--- config.mk ---
export PLATFORM = sky130hd
export DESIGN_NAME = rr_dispatcher_flat
export DESIGN_NICKNAME = d
export VERILOG_FILES = /design/src/rtl/rr_dispatcher_if.sv /design/src/rtl/rr_dispatcher.sv /design/src/flat_wrapper.sv
export SDC_FILE = /design/constraint.sdc
export NUM_CORES = 1
export LEC_CHECK = 0
export CAP_MARGIN = 10
export CORE_MARGIN = 4
export CORE_UTILIZATION = 50
export DETAILED_ROUTE_END_ITERATION = 8
export PLACE_DENSITY = 0.91
export SLEW_MARGIN = 10
export SYNTH_ARGS = -nofsm -noshare
export SYNTH_HDL_FRONTEND = slang
export SYNTH_SLANG_ARGS = --single-unit
--- constraint.sdc ---
create_clock -name clk -period 4.6 [get_ports clk]
set_input_delay 0.69 -clock clk [delete_from_list [all_inputs] [get_ports clk]]
set_output_delay 0.69 -clock clk [all_outputs]
set_load 0.01 [all_outputs]
--- src/rtl/rr_dispatcher_if.sv ---
// rtl/rr_dispatcher_if.sv - handshake bundle between one producer, the dispatcher and three consumers
//
// Ports carried:
//   in_vld, in_data, in_rdy : producer -> dispatcher valid/ready word stream
//   out_vld[2:0]            : per-channel word present
//   out_data[3*DW-1:0]      : channel i word at [i*DW +: DW]
//   out_rdy[2:0]            : per-channel consumer ready
// Modports:
//   slave  : the dispatcher side
//   master : the environment side (producer plus consumers)
interface rr_dispatcher_if #(
    parameter int DW = 8
);
    logic            in_vld;
    logic [DW-1:0]   in_data;
    logic            in_rdy;
    logic [2:0]      out_vld;
    logic [3*DW-1:0] out_data;
    logic [2:0]      out_rdy;

    modport slave (
        input  in_vld,
        input  in_data,
        input  out_rdy,
        output in_rdy,
        output out_vld,
        output out_data
    );

    modport master (
        output in_vld,
        output in_data,
        output out_rdy,
        input  in_rdy,
        input  out_vld,
        input  out_data
    );
endinterface

--- src/rtl/rr_dispatcher.sv ---
// rtl/rr_dispatcher.sv - 3-way round-robin dispatcher with one-entry holding slot per channel
//
// Ports:
//   clk      : clock
//   asrst    : asynchronous active-high reset; clears slots, pointer and counters at once
//   en       : dispatch enable; gates acceptance only, slots keep draining
//   bus      : rr_dispatcher_if.slave (input stream and three output channels)
//   cur_ptr  : one-hot channel with highest priority for the next word
//   disp_cnt : 8-bit wrapping dispatch count of channel i at [i*8 +: 8]
module rr_dispatcher #(
    parameter int DW = 8
) (
    input  logic           clk,
    input  logic           asrst,
    input  logic           en,
    rr_dispatcher_if.slave bus,
    output logic [2:0]     cur_ptr,
    output logic [23:0]    disp_cnt
);

    logic [2:0]      vld_q, vld_d;
    logic [3*DW-1:0] data_q, data_d;
    logic [2:0]      ptr_q, ptr_d;
    logic [23:0]     cnt_q, cnt_d;

    logic [2:0] free;
    logic [2:0] sel;
    logic       accept;
    logic [1:0] idx0, idx1, idx2;

    function automatic logic [1:0] next_idx(input logic [1:0] i);
        return (i == 2'd2) ? 2'd0 : i + 2'd1;
    endfunction

    // A slot is free when empty or when its consumer takes the word this
    // cycle, so a draining slot can be refilled without a bubble.
    always_comb begin
        free = ~vld_q | bus.out_rdy;
    end

    // Search order: cur_ptr, then the next two channels cyclically.
    always_comb begin
        case (ptr_q)
            3'b010:  idx0 = 2'd1;
            3'b100:  idx0 = 2'd2;
            default: idx0 = 2'd0;
        endcase
        idx1 = next_idx(idx0);
        idx2 = next_idx(idx1);
        sel  = 3'b000;
        if (free[idx0]) begin
            sel[idx0] = 1'b1;
        end else if (free[idx1]) begin
            sel[idx1] = 1'b1;
        end else if (free[idx2]) begin
            sel[idx2] = 1'b1;
        end
    end

    assign bus.in_rdy = en & ~asrst & (|free);
    assign accept     = bus.in_vld & bus.in_rdy;

    always_comb begin
        vld_d  = vld_q & ~bus.out_rdy;
        data_d = data_q;
        ptr_d  = ptr_q;
        cnt_d  = cnt_q;
        if (accept) begin
            vld_d = vld_d | sel;
            // Pointer moves to the channel after the one just served, which
            // gives fairness even when the rotation skipped busy channels.
            ptr_d = {sel[1:0], sel[2]};
            for (int i = 0; i < 3; i++) begin
                if (sel[i]) begin
                    data_d[i*DW +: DW] = bus.in_data;
                    cnt_d[i*8 +: 8]    = cnt_q[i*8 +: 8] + 8'd1;
                end
            end
        end
    end

    always_ff @(posedge clk or posedge asrst) begin
        if (asrst) begin
            vld_q  <= 3'b000;
            data_q <= '0;
            ptr_q  <= 3'b001;
            cnt_q  <= 24'd0;
        end else begin
            vld_q  <= vld_d;
            data_q <= data_d;
            ptr_q  <= ptr_d;
            cnt_q  <= cnt_d;
        end
    end

    assign bus.out_vld  = vld_q;
    assign bus.out_data = data_q;
    assign cur_ptr      = ptr_q;
    assign disp_cnt     = cnt_q;

endmodule
--- src/flat_wrapper.sv ---
// flat-port wrapper written by rule: the top's interface ports become plain ports
module rr_dispatcher_flat 
#(
    parameter int DW = 8
)
  (clk, asrst, en, cur_ptr, disp_cnt, bus_in_vld, bus_in_data, bus_out_rdy, bus_in_rdy, bus_out_vld, bus_out_data);
  rr_dispatcher_if #(.DW(DW)) bus_i ();
  input  logic clk;
  input  logic asrst;
  input  logic en;
  output logic [2:0] cur_ptr;
  output logic [23:0] disp_cnt;
  input wire logic [$bits(bus_i.in_vld)-1:0] bus_in_vld;
  input wire logic [$bits(bus_i.in_data)-1:0] bus_in_data;
  input wire logic [$bits(bus_i.out_rdy)-1:0] bus_out_rdy;
  output wire logic [$bits(bus_i.in_rdy)-1:0] bus_in_rdy;
  output wire logic [$bits(bus_i.out_vld)-1:0] bus_out_vld;
  output wire logic [$bits(bus_i.out_data)-1:0] bus_out_data;
  assign bus_i.in_vld = bus_in_vld;
  assign bus_i.in_data = bus_in_data;
  assign bus_i.out_rdy = bus_out_rdy;
  assign bus_in_rdy = bus_i.in_rdy;
  assign bus_out_vld = bus_i.out_vld;
  assign bus_out_data = bus_i.out_data;
  rr_dispatcher #(.DW(DW)) u_core (.clk(clk), .asrst(asrst), .en(en), .bus(bus_i), .cur_ptr(cur_ptr), .disp_cnt(disp_cnt));
endmodule
Yosys cells after proc, flatten, opt, wreduce, memory -nomap -nowiden
Index checks and enable logic that the tools add are counted.

word-level totals
  bits in registers = 54
  bits in latches = 0
  memory bits (writable) = 0
  memory bits (read-only) = 0
  input port bits = 15
  output and inout port bits = 55
  word-level logic and storage cells = 58
  memories = 0

cells by class
  $add $sub $neg = 5
  multiply operators = 0
  div/mod/pow operators = 0
  magnitude comparators = 6
  equal/unequal tests = 4
  shifts and indexed selects = 0
  mux-type cells = 19
  bitwise logic cells = 9
  reductions and logical operators = 7

operators by type and width
  kind                 number
  $add 8x1->8 const B  3
  $mux 3               4
  $lt 2x3->1 const B   3
  $bmux 1 s2           3
  $demux 1 s2          3
  $ge 2x1->1 const B   3
  $mux 1               6
  $not 3->3            2
  $or 3x3->3           2
  $reduce_and 2->1     3
  $add 2x1->2 const B  2
  $eq 2x2->1 const B   2
  $mux 2               2
  $pmux 2 s2           1
  $and 1x1->1          3
  $and 3x3->3          1
  $eq 3x2->1 const B   1
  $eq 3x3->1 const B   1
  $logic_and 1x1->1    3
  $reduce_or 3->1      1
  $not 1->1            1

Depth between registers and ports, before layout
  depth in word-level cells = 15
  gate-level depth with buffers = 7
  depth with buffers taken out = 5

Worst setup path after synthesis
OpenSTA, ideal clock, no wires.

  path kind = in2out
  start point = in asrst
  end point = out bus_in_rdy
  arrival = 2215 ps
  required time = 3910 ps
  slack = 1695 ps
  stages = 2
  buffers on the path = 0
  cells stage by stage = inv_1 o311a_1

between the ends
  word-level cells in the longest chain between the ends = 3

ends and longest elaborated chain
  element                   line                 RTL
  start, declared           flat_wrapper.sv:9    input logic asrst;
  $not 1->1                 rr_dispatcher.sv:60  assign bus.in_rdy = en & ~asrst & (|free);
  $and 1x1->1 (2 in a row)  rr_dispatcher.sv:60
  end, declared             flat_wrapper.sv:16   output wire logic [$bits(bus_i.in_rdy)-1:0] bus_in_rdy;

Every way passes these cells.

Worst setup path in the final report
  start point = in bus_out_rdy[2]
  end point = out bus_in_rdy

between the ends
  word-level cells in the longest chain between the ends = 3

ends and longest elaborated chain
  element          line                 RTL
  start, declared  flat_wrapper.sv:15   input wire logic [$bits(bus_i.out_rdy)-1:0] bus_out_rdy;
  $or 3x3->3       rr_dispatcher.sv:38  free = ~vld_q | bus.out_rdy;
  $reduce_or 3->1  rr_dispatcher.sv:60
  $and 1x1->1      rr_dispatcher.sv:60

Every way passes these cells.

==> flow_summary.ini <==
[placed_design]
dp.cells = 283
place_congestion = 0.7174
hpwlAfterDp_mm = 3.392
io_buffers = 69
place_ws_ns = 1.619

[route]
dr.first_iter.drc_count = 71
first_pass_iters = 4
drt-total-wl_mm = 4.605
ant_nets = 0
viasPerCell = 5.353
routed-via-count = 1547
drt-wirelength-per-cell_um = 15.93
drc = 0

[setup_path]
crit_cells = 4
cpMostUsedCell = clkdlybuf4s50_1
r2r_start = u_core.cur_ptr[2]
critical_path_class = input port to output port
crit_path_end_kind = output port
cp-start-kind = input port
cp_cell_sequence = clkdlybuf4s50_1 -> or2b_2 -> o311a_1 -> clkdlybuf4s50_1
ff2ff_path_depth = 4
path_buf_inv = 2
critical_path.top_delay_family = buffers and inverters
cp.required_ns = 3.91
critPathLaunch = bus_out_rdy[2]
crit_arrival_ns = 2.30
rrSetupSlack_ns = 2.53
slowest_delay_ns = 0.48
path_max_fanout = 4
r2r_end = u_core.bus.out_data[21]
crit_slowest_cell = clkdlybuf4s50_1

[final_layout]
fin_cells = 289
synthToLayoutAreaGrowth_pct = 35.07
diodes = 0
num-fill-cells = 312
drive_gt1_share_pct = 18.99
finish.net_count = 256

[clock_tree]
worstSkewPairLatency_ns = 0.29
cts_tree = yes
cts.reportedPaths.clkPinSlew_ns = 0.08
cts_resized = 0
htree_num_levels = 2
cts_setup_buffers = 0
clock-sinks = 54
root_buffer = clkbuf_8
cts_hold_buf = 0
clock_path_buffers = 2
numCtsBuffers = 5

[synth]
ys_warn_count = 0
ys_types = 36
ys_ff_latch = 54
synth_adder_area_share_pct = 1.626
async_reset_ff_share_pct = 100.0
synth_top_area_cell = dfrtp_1
yosysTopAreaCellShare_pct = 57.45
synth_area_um2 = 2308
synth_enable_flop_cells = 0
synthXorXnorAreaFrac_pct = 8.347
synthSimpleGateAreaFrac_pct = 11.27
synth_top_family_by_area = multiplexers
netlist_instances = 165
syn_avg_cell_area_um2 = 13.99
syn-num-nets = 183
muxShareOfSynthArea_pct = 13.82
yosysSeqAreaShare_pct = 58.59
synth_compound_area_share_pct = 4.282
synthFlopType = dfrtp_1
synthTopCellsByArea = dfrtp_1 (57%), mux2_2 (11%), xnor2_1 (6.4%)

[run]
drv_cap = 0

[global_route]
antenna_found_initial = 0
grt_max_degree = 55
grt_usage_pct = 17.08
grt_busiest_layer = met2
grt_use_met2_pct = 29.37
grt_overflow_total = 0
grt_use_met1_pct = 21.66
use_met3_pct = 4.265
grt_pass1_wl_mm = 8.314
grt_pass1_vias = 1724

[floorplan]
fp.dieH_um = 75.95
coreArea_um2 = 4414
io_pins = 70
initial_core_util_pct = 52.30
die_area_um2 = 5768
row_count = 24
fp.dieW_um = 75.95

[outcome]
outcome = completed

[sta]
setup_slack_ns = 1.615
worst_pin_slew_ns = 0.7712
post-route-min-period_ns = 2.985
finalSetupViolCount = 0
max_slew_margin_pct = 48.58
fin_worst_skew_ns = 0.005325
setup-tns-final_ns = 0
rsz0062_at_grt = no
finalHoldViolations = 0
finalMaxSlewViolations = 0
timing.final.crit_share_pct = 64.89
fmax_mhz = 335.0

[power_and_ir_drop]
max-vdd-ir-drop_uv = 359.2
leakage_nw = 1.347
p_per_area_nw_per_um2 = 548.8

[worst_hold_path]
worstHoldPathCells = 1
worstHoldStart = u_core.disp_cnt[23]
min_to = u_core.disp_cnt[23]
hp-class = register to register
## state kept, by name, summed over array words and instances, names as in the netlist
name,cells
u_core.bus.out_data,24
u_core.bus.out_vld,3
u_core.cur_ptr,3
u_core.disp_cnt,24
## worst register-to-register path, cell delays in order, from the launching register on
cell	delay (ns)
dfrtp_1	0.45
or3b_1	0.42
a21o_1	0.22
a21oi_4	0.48
mux2_2	0.41
## cell families after synthesis
| kind of cell | count (synthesis) |
|---|---|
| compound gates | 10 |
| flops | 54 |
| simple gates | 42 |
| fa+ha+maj | 3 |
| buf+inv | 7 |
| xor+xnor | 22 |
| mux | 27 |
## cell usage after synthesis (2+ instances only)
library cell  instances
dfrtp_1              53
mux2_2               23
xnor2_1              17
nand4_1              10
nand2_1               7
nand3_1               6
xor2_1                5
and3_1                4
mux2_4                4
ha_1                  3
inv_1                 3
a21o_1                2
and2_1                2
buf_2                 2
nand2b_1              2
o311a_1               2
## how the worst max path moves through the flow
| stage | endpoint | slack (ns) |
|---|---|---|
| floorplan | bus_in_rdy | 1.70 |
| global placement | bus_in_rdy | 1.66 |
| detailed placement | bus_in_rdy | 1.62 |
| CTS | bus_in_rdy | 1.61 |
| global route | bus_in_rdy | 1.60 |
| finish | bus_in_rdy | 1.61 |
## metal layers
| metal | part of all wire [%] | wire length, µm | vias up |
|---|---|---|---|
| met4 | 0.30 | 14 | 0 |
| li1 | - | - | 730 |
| met1 | 43 | 1995 | 772 |
| met5 | 0 | 0 | - |
| met3 | 5.0 | 230 | 2 |
| met2 | 51 | 2364 | 43 |
## stage by stage
step | utilization, % | power (mW) | hold WS, ns | area, µm²
global route | 70.63 | 1.820 | 0.4934 | 3118
detailed placement | 68.76 | 1.477 | 0.4633 | 3035
floorplan | - | 1.076 | 0.5039 | 2308
CTS | 70.63 | 1.734 | 0.4787 | 3118
finish | 70.63 | 1.711 | 0.4712 | 3118
global placement | 68.76 | 1.450 | 0.4562 | 3035
## report_power, final
part | total, mW | internal, mW | switching [mW]
Sequential | 0.770 | 0.634 | 0.137
Clock | 0.251 | 0.116 | 0.134
Combinational | 0.690 | 0.432 | 0.258
## cell type report
class / count / area, µm² / share of cell area, %
Clock buffer: 6 / 82.58 / 2.648
Tap cell: 52 / 65.06 / 2.087
Timing Repair Buffer: 70 / 698.2 / 22.39
Inverter: 3 / 11.26 / 0.3612
Multi-Input combinational cell: 104 / 908.4 / 29.13
Sequential cell: 54 / 1353 / 43.38
## placed cells by master (no fill, tap or decap), types with 2 or more instances in the layout
master           Yosys  layout
clkdlybuf4s50_1      0      69
dfrtp_1             53      53
mux2_2              23      23
xnor2_1             17      17
nand4_1             10      10
nand2_1              7       7
nand3_1              6       6
clkbuf_8             0       6
xor2_1               5       5
and3_1               4       4
mux2_4               4       4
ha_1                 3       3
inv_1                3       2
nand2b_1             2       2
o311a_1              2       2
and2_1               2       2
a21o_1               2       2
Note: power is estimated with default switching activity, not from simulation.
